### src/rtl/hazard_ctrl_if.sv
// Hazard-controller bus: decode/execute hazard inputs and pipeline sequencing outputs.
// Optional PERF_CNT_EN adds the performance-counter outputs.
interface hazard_ctrl_if #(
   parameter int unsigned CNT_W = 32
);
   logic [4:0] iRs_RegD;
   logic [4:0] iRt_RegD;
   logic       iUsesRt_RegD;
   logic       iMemRead_RegE;
   logic [4:0] iwsel_RegE;
   logic       iBranchTaken_RegE;
   logic       iICacheStall;
   logic       iDCacheStall;
   logic       oStall_PC;
   logic       oStall_RegD;
   logic       oStall_RegE;
   logic       oStall_RegM;
   logic       oBubble_RegE;
   logic       oFlush_RegD;
   logic [1:0] oState;
   logic       oTimeout;
`ifdef PERF_CNT_EN
   logic [CNT_W-1:0] oCntLdStall;
   logic [CNT_W-1:0] oCntMemWait;
   logic [CNT_W-1:0] oCntFlush;
`endif

   modport master (
      output iRs_RegD, iRt_RegD, iUsesRt_RegD, iMemRead_RegE, iwsel_RegE,
             iBranchTaken_RegE, iICacheStall, iDCacheStall,
      input  oStall_PC, oStall_RegD, oStall_RegE, oStall_RegM, oBubble_RegE,
             oFlush_RegD, oState, oTimeout
`ifdef PERF_CNT_EN
      , input oCntLdStall, oCntMemWait, oCntFlush
`endif
   );

   modport slave (
      input  iRs_RegD, iRt_RegD, iUsesRt_RegD, iMemRead_RegE, iwsel_RegE,
             iBranchTaken_RegE, iICacheStall, iDCacheStall,
      output oStall_PC, oStall_RegD, oStall_RegE, oStall_RegM, oBubble_RegE,
             oFlush_RegD, oState, oTimeout
`ifdef PERF_CNT_EN
      , output oCntLdStall, oCntMemWait, oCntFlush
`endif
   );
endinterface

### src/rtl/hazard_ctrl.sv
// Pipeline hazard controller: RUN / load-use bubble / cache-miss freeze / branch squash,
// with sticky memory-wait timeout. Optional PERF_CNT_EN adds per-action event counters.
module hazard_ctrl #(
   parameter int unsigned TIMEOUT_CYC = 1023,
   parameter int unsigned CNT_W       = 32
) (
   input logic           clk,
   input logic           rst,
   hazard_ctrl_if.slave  hz
);
   typedef enum logic [1:0] {
      StRun     = 2'b00,
      StLdStall = 2'b01,
      StMemWait = 2'b10,
      StFlush   = 2'b11
   } state_e;

   localparam int unsigned WaitW = $clog2(TIMEOUT_CYC + 1) < 1 ? 1 : $clog2(TIMEOUT_CYC + 1);
   localparam logic [WaitW-1:0] WaitMax = WaitW'(TIMEOUT_CYC);

   state_e           r_state;
   state_e           w_action;
   logic             w_lu;
   logic [WaitW-1:0] r_wait;
   logic [WaitW-1:0] w_wait_d;
   logic             r_timeout;

   assign w_lu = hz.iMemRead_RegE && (hz.iwsel_RegE != 5'd0) &&
                 ((hz.iwsel_RegE == hz.iRs_RegD) ||
                  (hz.iUsesRt_RegD && (hz.iwsel_RegE == hz.iRt_RegD)));

   always_comb begin
      w_action        = StRun;
      hz.oStall_PC    = 1'b0;
      hz.oStall_RegD  = 1'b0;
      hz.oStall_RegE  = 1'b0;
      hz.oStall_RegM  = 1'b0;
      hz.oBubble_RegE = 1'b0;
      hz.oFlush_RegD  = 1'b0;
      if (hz.iICacheStall || hz.iDCacheStall) begin
         w_action = StMemWait;
      end else if (hz.iBranchTaken_RegE) begin
         w_action = StFlush;
      end else if (w_lu) begin
         w_action = StLdStall;
      end
      // Outputs are forced quiet while reset is held, even mid-stall.
      if (!rst) begin
         unique case (w_action)
            StMemWait: begin
               hz.oStall_PC   = 1'b1;
               hz.oStall_RegD = 1'b1;
               hz.oStall_RegE = 1'b1;
               hz.oStall_RegM = 1'b1;
            end
            StFlush: begin
               hz.oFlush_RegD  = 1'b1;
               hz.oBubble_RegE = 1'b1;
            end
            StLdStall: begin
               hz.oStall_PC    = 1'b1;
               hz.oStall_RegD  = 1'b1;
               hz.oBubble_RegE = 1'b1;
            end
            default: ;
         endcase
      end
   end

   always_comb begin
      w_wait_d = '0;
      if (w_action == StMemWait) begin
         w_wait_d = (r_wait == WaitMax) ? WaitMax : r_wait + 1'b1;
      end
   end

   always_ff @(posedge clk or posedge rst) begin
      if (rst) begin
         r_state   <= StRun;
         r_wait    <= '0;
         r_timeout <= 1'b0;
      end else begin
         r_state <= w_action;
         r_wait  <= w_wait_d;
         if ((w_action == StMemWait) && (w_wait_d == WaitMax)) begin
            r_timeout <= 1'b1;
         end
      end
   end

   assign hz.oState   = r_state;
   assign hz.oTimeout = r_timeout;

`ifdef PERF_CNT_EN
   logic [CNT_W-1:0] r_cnt_ld;
   logic [CNT_W-1:0] r_cnt_mem;
   logic [CNT_W-1:0] r_cnt_flush;

   always_ff @(posedge clk or posedge rst) begin
      if (rst) begin
         r_cnt_ld    <= '0;
         r_cnt_mem   <= '0;
         r_cnt_flush <= '0;
      end else begin
         if (w_action == StLdStall) r_cnt_ld    <= r_cnt_ld + 1'b1;
         if (w_action == StMemWait) r_cnt_mem   <= r_cnt_mem + 1'b1;
         if (w_action == StFlush)   r_cnt_flush <= r_cnt_flush + 1'b1;
      end
   end

   assign hz.oCntLdStall = r_cnt_ld;
   assign hz.oCntMemWait = r_cnt_mem;
   assign hz.oCntFlush   = r_cnt_flush;
`endif
endmodule

### src/flat_wrapper.sv
// flat-port wrapper written by rule: the top's interface ports become plain ports
module hazard_ctrl_flat 
#(
   parameter int unsigned TIMEOUT_CYC = 1023,
   parameter int unsigned CNT_W       = 32
)
  (clk, rst, hz_iRs_RegD, hz_iRt_RegD, hz_iUsesRt_RegD, hz_iMemRead_RegE, hz_iwsel_RegE, hz_iBranchTaken_RegE, hz_iICacheStall, hz_iDCacheStall, hz_oStall_PC, hz_oStall_RegD, hz_oStall_RegE, hz_oStall_RegM, hz_oBubble_RegE, hz_oFlush_RegD, hz_oState, hz_oTimeout);
  hazard_ctrl_if #(.CNT_W(CNT_W)) hz_i ();
  input logic clk;
  input logic rst;
  input wire logic [$bits(hz_i.iRs_RegD)-1:0] hz_iRs_RegD;
  input wire logic [$bits(hz_i.iRt_RegD)-1:0] hz_iRt_RegD;
  input wire logic [$bits(hz_i.iUsesRt_RegD)-1:0] hz_iUsesRt_RegD;
  input wire logic [$bits(hz_i.iMemRead_RegE)-1:0] hz_iMemRead_RegE;
  input wire logic [$bits(hz_i.iwsel_RegE)-1:0] hz_iwsel_RegE;
  input wire logic [$bits(hz_i.iBranchTaken_RegE)-1:0] hz_iBranchTaken_RegE;
  input wire logic [$bits(hz_i.iICacheStall)-1:0] hz_iICacheStall;
  input wire logic [$bits(hz_i.iDCacheStall)-1:0] hz_iDCacheStall;
  output wire logic [$bits(hz_i.oStall_PC)-1:0] hz_oStall_PC;
  output wire logic [$bits(hz_i.oStall_RegD)-1:0] hz_oStall_RegD;
  output wire logic [$bits(hz_i.oStall_RegE)-1:0] hz_oStall_RegE;
  output wire logic [$bits(hz_i.oStall_RegM)-1:0] hz_oStall_RegM;
  output wire logic [$bits(hz_i.oBubble_RegE)-1:0] hz_oBubble_RegE;
  output wire logic [$bits(hz_i.oFlush_RegD)-1:0] hz_oFlush_RegD;
  output wire logic [$bits(hz_i.oState)-1:0] hz_oState;
  output wire logic [$bits(hz_i.oTimeout)-1:0] hz_oTimeout;
  assign hz_i.iRs_RegD = hz_iRs_RegD;
  assign hz_i.iRt_RegD = hz_iRt_RegD;
  assign hz_i.iUsesRt_RegD = hz_iUsesRt_RegD;
  assign hz_i.iMemRead_RegE = hz_iMemRead_RegE;
  assign hz_i.iwsel_RegE = hz_iwsel_RegE;
  assign hz_i.iBranchTaken_RegE = hz_iBranchTaken_RegE;
  assign hz_i.iICacheStall = hz_iICacheStall;
  assign hz_i.iDCacheStall = hz_iDCacheStall;
  assign hz_oStall_PC = hz_i.oStall_PC;
  assign hz_oStall_RegD = hz_i.oStall_RegD;
  assign hz_oStall_RegE = hz_i.oStall_RegE;
  assign hz_oStall_RegM = hz_i.oStall_RegM;
  assign hz_oBubble_RegE = hz_i.oBubble_RegE;
  assign hz_oFlush_RegD = hz_i.oFlush_RegD;
  assign hz_oState = hz_i.oState;
  assign hz_oTimeout = hz_i.oTimeout;
  hazard_ctrl #(.TIMEOUT_CYC(TIMEOUT_CYC), .CNT_W(CNT_W)) u_core (.clk(clk), .rst(rst), .hz(hz_i));
endmodule
### config.mk
export PLATFORM = sky130hd
export DESIGN_NAME = hazard_ctrl_flat
export DESIGN_NICKNAME = d
export VERILOG_FILES = /design/src/rtl/hazard_ctrl_if.sv /design/src/rtl/hazard_ctrl.sv /design/src/flat_wrapper.sv
export SDC_FILE = /design/constraint.sdc
export NUM_CORES = 1
export LEC_CHECK = 0
export ABC_AREA = 1
export CAP_MARGIN = 25
export CELL_PAD_IN_SITES_DETAIL_PLACEMENT = 1
export CELL_PAD_IN_SITES_GLOBAL_PLACEMENT = 2
export CORE_MARGIN = 2
export CORE_UTILIZATION = 21
export CTS_CLUSTER_DIAMETER = 40
export CTS_CLUSTER_SIZE = 10
export DETAILED_ROUTE_END_ITERATION = 12
export PLACE_DENSITY = 0.81
export SLEW_MARGIN = 20
export SYNTH_ARGS = -nofsm -noshare
export SYNTH_HDL_FRONTEND = slang
export SYNTH_SLANG_ARGS = --single-unit
### constraint.sdc
create_clock -name clk -period 1.5 [get_ports clk]
set_input_delay 0.15 -clock clk [delete_from_list [all_inputs] [get_ports clk]]
set_output_delay 0.15 -clock clk [all_outputs]
set_load 0.02 [all_outputs]
# Word level (Yosys, flattened, before mapping)
# Cells that the tools add are included.
# W data, S select, Z words.
# op_classes
add_sub_neg	1
eq_ne	7
reduce_logical	9
n_mux	13
# ops
op	count
$eq A10 B10 Y1 const B	2
$mux W10	2
$add A10 B1 Y10 const B	1
$eq A5 B5 Y1	2
$mux W1	9
$reduce_bool A5 Y1	1
$eq A2 B2 Y1 const B	2
$logic_and A1 B1 Y1	4
$mux W2	2
$reduce_or A2 Y1	2
$eq A2 B1 Y1 const B	1
$logic_or A1 B1 Y1	2
# word_totals
out_inout_bits	9
elab_cells	33
regBits	13
input_bits	22

# Logic depth before layout (Yosys ltp)
# Gate-level depths: netlist of the first run.
# logic_depth
depth_word	11
depth_mapped	14
depth_no_buf	14

# Worst setup path after synthesis of the first run
# OpenSTA, ideal clock, no wires.
# synth_timing
kind	input to output
from	input port hz_iwsel_RegE[3]
to	output port hz_oStall_RegM
cell_stages	12
n_path_buf	1
arrival_time_ns	1.609
slack_ns	-0.259
required_time_ns	1.350
path_cell_list	inv_1 o21ai_0 nor2_1 nand3_1 nand2_1 nand2_1 nand2_1 nand2_1 ha_1 clkinv_1 nor2_1 buf_4
# synth_via
elab_chain_cells	10
elab_cells_between_ends	13
cone_classes	eq/ne (3); mux (5); reduce/logical (5)
# synth_rtl
item	line_no	rtl
from (decl)	flat_wrapper.sv:15	input wire logic [$bits(hz_i.iwsel_RegE)-1:0] hz_iwsel_RegE;
$eq A5 B5 Y1	hazard_ctrl.sv:30	(hz.iUsesRt_RegD && (hz.iwsel_RegE == hz.iRt_RegD)));
$logic_and A1 B1 Y1	hazard_ctrl.sv:30	
$logic_or A1 B1 Y1	hazard_ctrl.sv:29	((hz.iwsel_RegE == hz.iRs_RegD) ||
$logic_and A1 B1 Y1 *	hazard_ctrl.sv:28	assign w_lu = hz.iMemRead_RegE && (hz.iwsel_RegE != 5'd0) &&
$mux W1 *	hazard_ctrl.sv:44	end else if (w_lu) begin
$mux W2 *	hazard_ctrl.sv:42	end else if (hz.iBranchTaken_RegE) begin
$mux W2 *	hazard_ctrl.sv:40	if (hz.iICacheStall || hz.iDCacheStall) begin
$eq A2 B2 Y1 *	--	
$mux W1 * (2 in a row)	--	
to (decl)	flat_wrapper.sv:22	output wire logic [$bits(hz_i.oStall_RegM)-1:0] hz_oStall_RegM;
# Every way passes the cells marked *; elsewhere a longest branch is shown, timed or not.

# Final worst setup path of the first run
# layout_timing
from	input port hz_iwsel_RegE[4]
to	output port hz_oFlush_RegD
# layout_via
elab_chain_cells	10
elab_cells_between_ends	13
cone_classes	eq/ne (3); mux (5); reduce/logical (5)
# layout_rtl
item	line_no	rtl
$eq A5 B5 Y1	hazard_ctrl.sv:30	
$logic_and A1 B1 Y1	hazard_ctrl.sv:30	
$logic_or A1 B1 Y1	hazard_ctrl.sv:29	
$logic_and A1 B1 Y1 *	hazard_ctrl.sv:28	
$mux W1 *	hazard_ctrl.sv:44	
$mux W2 *	hazard_ctrl.sv:42	
$mux W2 *	hazard_ctrl.sv:40	
named net u_core.w_action[0]	hazard_ctrl.sv:22	state_e w_action;
$eq A2 B2 Y1 *	hazard_ctrl.sv:49	unique case (w_action)
$mux W1 *	hazard_ctrl.sv:49	
$mux W1 *	hazard_ctrl.sv:48	if (!rst) begin
to (decl)	flat_wrapper.sv:24	output wire logic [$bits(hz_i.oFlush_RegD)-1:0] hz_oFlush_RegD;
# The timed path passes the listed nets; every way through them passes the cells marked *.

==> results of run 1 <==
[registers in the layout (all words and copies together) (netlist names)]
name	cells
u_core.r_wait	10
u_core.hz.oTimeout	1
u_core.hz.oState	2
[layer usage]
| layer | part of all wire, % | global-route usage [%] | wire length, um | vias up |
|---|---|---|---|---|
| met2 | 60 | 26.2 | 1960 | 23 |
| li1 | - | - | - | 560 |
| met1 | 37 | 13.3 | 1200 | 532 |
| met4 | 1.2 | 7.97 | 40 | 0 |
| met5 | 0 | 0 | 0 | - |
| met3 | 2.4 | 0.972 | 80 | 2 |
[worst min-delay path by stage]
stage / start / to / slack, ns / cells after the start
2_1_floorplan: rst / u_core.hz.oState[0]$_DFF_PP0_ / 0.03 / 1
3_3_place_gp: u_core.hz.oTimeout$_DFFE_PP0P_ / u_core.hz.oTimeout$_DFFE_PP0P_ / 0.45 / 2
3_5_place_dp: u_core.hz.oTimeout$_DFFE_PP0P_ / u_core.hz.oTimeout$_DFFE_PP0P_ / 0.46 / 2
4_1_cts: hz_iICacheStall / u_core.hz.oState[1]$_DFF_PP0_ / 0.42 / 4
5_1_grt: hz_iICacheStall / u_core.hz.oState[1]$_DFF_PP0_ / 0.44 / 4
6_report: hz_iICacheStall / u_core.hz.oState[1]$_DFF_PP0_ / 0.43 / 4
[logic make-up (layout without fill, tap and decap cells)]
logic type	count (synthesis)	in the layout	synth area share, %
compound gates	15	15	8.59
xor+xnor	5	5	4.49
flops	13	13	33.3
buf+inv	28	82	12.3
fa+ha+maj	3	3	3.85
simple gates	84	85	37.4
[report_power, final]
| part | internal [mW] | leakage, nW | switching [mW] |
|---|---|---|---|
| Clock | 0.187 | 0.0228 | 0.124 |
| Combinational | 0.274 | 0.655 | 0.279 |
| Sequential | 0.394 | 0.166 | 0.0596 |
[per-stage QoR]
stage | cells | setup TNS [ns]
after floorplan | 148 | 0
after global placement | 241 | -9.96
after detailed placement | 241 | -11.08
after CTS | 251 | -0.0262
after global routing | 255 | -0.592
final | 255 | -0.0212
[synth_stat cells, drive strengths merged]
cell type	instances	area share, %
xor2	3	2.7
buf	3	2.7
o21bai	2	1.5
o21ai	6	3.1
clkinv	1	0.38
ha	3	3.8
nand3	11	6.9
dfrtp	13	33
inv	24	9.2
nand3b	1	0.77
nor2	24	11
a21oi	7	4.0
nand2	48	19
xnor2	2	1.8
[worst max-delay path, delay by kind of cell]
kind	cells	cell delay, ns
XOR/XNOR	1	0.14
buffers and inverters	5	0.47
AND/OR/NAND/NOR	6	0.47
adder cells (fa/ha/maj)	1	0.13
[cell type report]
cell class | instances | share of cell area, %
flip-flops and latches | 13 | 18.3
repair buffers | 53 | 27.8
clock buffers | 4 | 2.53
multi-input cells | 108 | 41.7
well taps | 52 | 3.66
inverters | 25 | 5.98
[what timing repair did]
action / CTS / global route
pin swaps: 34 / 30
setup endpoints to repair: 17 / 13
resized for setup: 125 / 55
setup buffers: 5 / 4
gates cloned: 1 / 0
==> out/metrics.cfg, run 1 <==
[pwr]
leakage_nw = 0.844
peakVddDrop_mv = 0.280
p_per_area_nw_per_um2 = 742
p_total_mw = 1.32

[setup_path]
endpoint_kind = output port
cp.required_ns = 1.35
r2r-end = u_core.hz.oTimeout$_DFFE_PP0P_
r2r-start = u_core.r_wait[1]$_DFF_PP0_
critPathArrivalTime_ns = 1.36
rrSetupSlack_ns = 0
critPathMaxStageDelay_ns = 0.14
critPathSlowestCell = xnor2_2
cp_max_fo = 3
critPathCapture = hz_oFlush_RegD
crit_type = in -> out
r2r_cells = 9
crit_path_start_kind = input port
startpoint = hz_iwsel_RegE[4]
crit_chain = buf_8, buf_6, xnor2_2, nand3_1, nand2_1, nand2_1, nand2_1, nand2_2, inv_2, ha_4, inv_2, nor2_2, buf_6
cp_common_cell = nand2_1

[layout]
final_common_cell = nand2_1
post-route-util_pct = 40.3
seq_area_sq_um = 325
multiInputGateArea_sq_um = 742
layout.nets = 229
final_area_sq_um = 1780
fillers = 515
num_antenna_cells = 0
final_cell_mix = nand2_1, buf_6, inv_1, buf_4, dfrtp_1
syn_to_final_growth_pct = 82.2
drive_gt1_share_pct = 49.3

[cts]
hold_buffers = 0
clk_pin_slew_ns = 0.06
cts_tree = built
clock_latency_ns = 0.24
clockBufferDepth = 2
clockRootBuffer = clkbuf_8
clock_sinks = 13
cts_made_buffers = 3
htree_num_levels = 1

[detailed_routing]
vias = 1117
wire_per_inst_um = 12.9
wl_mm = 3.28
drt-initial-drc-count = 24
drt_first_pass_iters = 5
viasPerCell = 4.38
drc_errors = 0
antenna_left = 0

[job]
cap_viol_max_count = 0

[synth]
avgSynthCellArea_sq_um = 6.59
seq_area_frac_synth_pct = 33.3
ys_ff_latch = 13
syn_inst = 148
ys_types = 19
ys_warn_count = 0
syn_area_sq_um = 976
syn_nets = 173

[placed_design]
gp_congestion = 0.817
dp_slack_ns = -1.02
placed_area_sq_um = 1440
hpwl_mm = 2.34
port_buffers = 30

[die]
start_util_pct = 22.1
die-area_sq_um = 5210
die_h_um = 72.2
core_sq_um = 4410
ios = 31
fp.dieW_um = 72.2
num_rows = 24

[sta]
worst_pin_slew_ns = 0.493
hold_viol_final = 0
holdWs_ns = 0.430
fin_crit_sh_pct = 101
relSlewSlack_pct = 67.1
fin_ws_ns = -0.0142
grt_setup_unrepaired = true
clock_skew_ns = 0.000365
finalCriticalPeriod_ns = 1.51
fmax_mhz = 660
setup_violations = 3
finalMaxSlewViolations = 0

[global_routing]
grt_util_all_layers_pct = 13.3
grt_pass1_vias = 1263
grt_max_degree = 14
grt.overflow.total = 0
grt_antenna_before_repair = 0
grt_pass1_wl_mm = 5.42

[run_status]
status = finished, violations left
violations = negative setup slack

[min_path]
holdCritPathClass = in -> reg

Power figures use the tool's default switching activity.
==> run 2: changes to the inputs <==
Settings changed: ABC_AREA 1 to not set, CORE_MARGIN 2 to 5, CORE_UTILIZATION 21 to 23.
==> run 2 against run 1 <==
The flow still finishes with violations (negative setup slack). Power up 3.0%. Via count down 14%. Flip-flop and latch count unchanged. Maximum frequency down 17%.
==> out/metrics.cfg, run 2 <==
[layout]
largest_reg_flops = 10  ; unchanged
layout.nets = 182  ; -21%
drive_gt1_share_pct = 58.3  ; +9.1 points
final_area_sq_um = 1740  ; -2.1%
final_cell_mix = buf_4, buf_6, dfrtp_1
num_antenna_cells = 0  ; unchanged
syn_to_final_growth_pct = 88.5
post-route-util_pct = 44.1  ; +3.9 points
regMostFlops = u_core.r_wait
final_common_cell = buf_4

[synth]
async_flop_share_pct = 100  ; unchanged
ys.flop_type = dfrtp_1
seq_area_frac_synth_pct = 35.2  ; +1.9 points
synth_top_area_share_pct = 35.2  ; +1.9 points
ys_warn_count = 0  ; unchanged
ys_types = 33  ; +14
post-synth-top-count-cell = dfrtp_1
syn_nets = 127  ; -27%
synthTopCellsByArea = dfrtp_1, xnor2_1, nor2_1
ys_ff_latch = 13  ; unchanged
avgSynthCellArea_sq_um = 9.05  ; +37%
syn_area_sq_um = 923  ; -5.4%
synth_edf_count = 0  ; unchanged
syn_inst = 102  ; -31%
synth_common_cells = dfrtp_1, nor2_1, xnor2_1
synth.largest_area_cell = dfrtp_1

[run_status]
status = finished, violations left
violations = negative setup slack

[cts]
cts_tree = built
clockBufferDepth = 2  ; unchanged
clk_pin_slew_ns = 0.05  ; about the same
htree_num_levels = 1  ; unchanged
clockRootBuffer = clkbuf_8
cts_made_buffers = 3  ; unchanged
clock_latency_ns = 0.24  ; about the same
clock_sinks = 13  ; unchanged
hold_buffers = 0  ; unchanged

[job]
cap_viol_max_count = 0  ; unchanged

[min_path]
holdCritPathClass = in -> reg

[detailed_routing]
drt-initial-drc-count = 20  ; -17%
antenna_left = 0  ; unchanged
viasPerCell = 4.65  ; +6.2%
drt_first_pass_iters = 3  ; -2
vias = 958  ; -14%
wire_per_inst_um = 15.2  ; +18%
drc_errors = 0  ; unchanged
wl_mm = 3.14  ; -4.5%

[sta]
setup_tns_ns = -2.72  ; -2.70 ns
grt_setup_unrepaired = true
fin_crit_sh_pct = 122  ; +21 points
hold_viol_final = 0  ; unchanged
fmax_mhz = 548  ; -17%
finalMaxSlewViolations = 0  ; unchanged
worst_pin_slew_ns = 0.528  ; +0.0357 ns
finalCriticalPeriod_ns = 1.83  ; +0.312 ns
setup_violations = 14  ; +11
clock_skew_ns = 0.00426  ; +0.00389 ns
relSlewSlack_pct = 64.7  ; -2.4 points
fin_ws_ns = -0.326  ; -0.312 ns

[global_routing]
grt.overflow.total = 0  ; unchanged
grt_max_degree = 14  ; unchanged
grt_util_all_layers_pct = 12.8  ; -0.48 points
grt_pass1_wl_mm = 5.24  ; -3.3%
grt_antenna_before_repair = 0  ; unchanged
grt_pass1_vias = 1139  ; -9.8%

[setup_path]
crit_type = in -> out
cp_top_family = simple AND/OR/NAND/NOR gates
cp_max_fo = 2  ; -1
critPathArrivalTime_ns = 1.68  ; +0.32 ns
crit_chain = buf_6, xnor2_4, nand3_2, o22ai_2, a31oi_4, or3_4, ha_4, nor2_4, buf_6
rrSetupSlack_ns = -0.12  ; -0.12 ns
critical_path_buf_inv_count = 2  ; -3
endpoint_kind = output port
cp_common_cell = buf_6
crit_path_start_kind = input port
critPathMaxStageDelay_ns = 0.38  ; +0.24 ns
critPathSlowestCell = or3_4
cp.required_ns = 1.35  ; about the same

[die]
die-area_sq_um = 5380  ; +3.3%
fp.dieW_um = 73.4  ; +1.6%
start_util_pct = 23.4  ; +1.3 points
ios = 31  ; unchanged
core_sq_um = 3940  ; -11%
die_h_um = 73.4  ; +1.6%
num_rows = 23  ; -4.2%

[pwr]
p_per_area_nw_per_um2 = 780  ; +5.3%
leakage_nw = 0.751  ; -11%
peakVddDrop_mv = 0.376  ; +34%

[placed_design]
port_buffers = 30  ; unchanged
placed_area_sq_um = 1480  ; +2.8%
gp_congestion = 0.757  ; -7.3%
hpwl_mm = 2.34  ; about the same

-- run 2: changes by cell type in the layout (fill, tap and decap cells not counted), moves of 4 or more --
cell,change
inv_2,-7
mux2i_1,+4
nor2_1,-7
xnor2_2,+5
nand2_1,-30
inv_1,-15
buf_4,+5
nor2_4,-5
nand2_2,-10
-- run 2: cell families (layout without fill, tap and decap cells) --
family	Yosys count	after routing	synth area share [%]
multiplexers	5	5	5.56
XOR/XNOR	13	13	12.3
AND/OR/NAND/NOR	46	46	27.0
adder cells (fa/ha/maj)	3	3	4.07
buffers and inverters	7	61	5.42
flip-flops	13	13	35.2
AO/OA/AOI/OAI	15	15	10.4
-- run 2: final cells by class --
type,instances,area [sq um]
clock buffer,4,45.0
fill,436,2200
inverter,2,12.5
multi-input combinational,82,792
sequential,13,325
tap,50,62.6
timing repair buffer,55,503
-- run 2: metrics by stage --
stage	power, mW	std cells	hold WS (ns)	setup slack (ns)
floorplan	0.709	102	0.0270	-0.179
detailed placement	0.916	198	0.497	-1.27
global route	1.44	206	0.379	-0.388
global placement	0.891	198	0.473	-1.20
finish	1.36	206	0.356	-0.326
CTS	1.31	206	0.342	-0.279
-- run 2: power breakdown --
group | total, mW | switching [mW] | internal, mW
Clock | 0.319 | 0.131 | 0.188
Sequential | 0.451 | 0.0533 | 0.397
Combinational | 0.589 | 0.258 | 0.331
Total | 1.36 | 0.442 | 0.916
-- run 2: repair_timing --
item	4_1_cts	5_1_grt
buffers inserted	4	1
resized for setup	136	22
pin swaps	24	12
endpoints found under the setup margin	18	17
hold endpoints to repair	0	0
-- run 2: metal layers --
metal | wire, um | track usage [%]
met5 | 0 | 0
met4 | 72 | 5.23
met3 | 153 | 3.15
met2 | 1770 | 24.5
met1 | 1140 | 13.0
-- run 2: path summary, 6_finish.rpt --
kind	from	end	cells past startpoint
setup / recovery	hz_iRs_RegD[0]	hz_oStall_PC	9
hold / removal	hz_iICacheStall	u_core.hz.oState[1]$_DFF_PP0_	2
setup reg to reg	u_core.r_wait[0]$_DFF_PP0_	u_core.hz.oTimeout$_DFFE_PP0P_	6
hold reg to reg	u_core.hz.oTimeout$_DFFE_PP0P_	u_core.hz.oTimeout$_DFFE_PP0P_	1
max in group asynchronous	rst	u_core.r_wait[4]$_DFF_PP0_	3
min in group asynchronous	rst	u_core.r_wait[2]$_DFF_PP0_	3
==> run 3: changes to the inputs <==
Settings changed: SLEW_MARGIN 20 to not set.
==> results of run 3 <==
No change in the layout: final DEF, timing and power equal those of run 2.
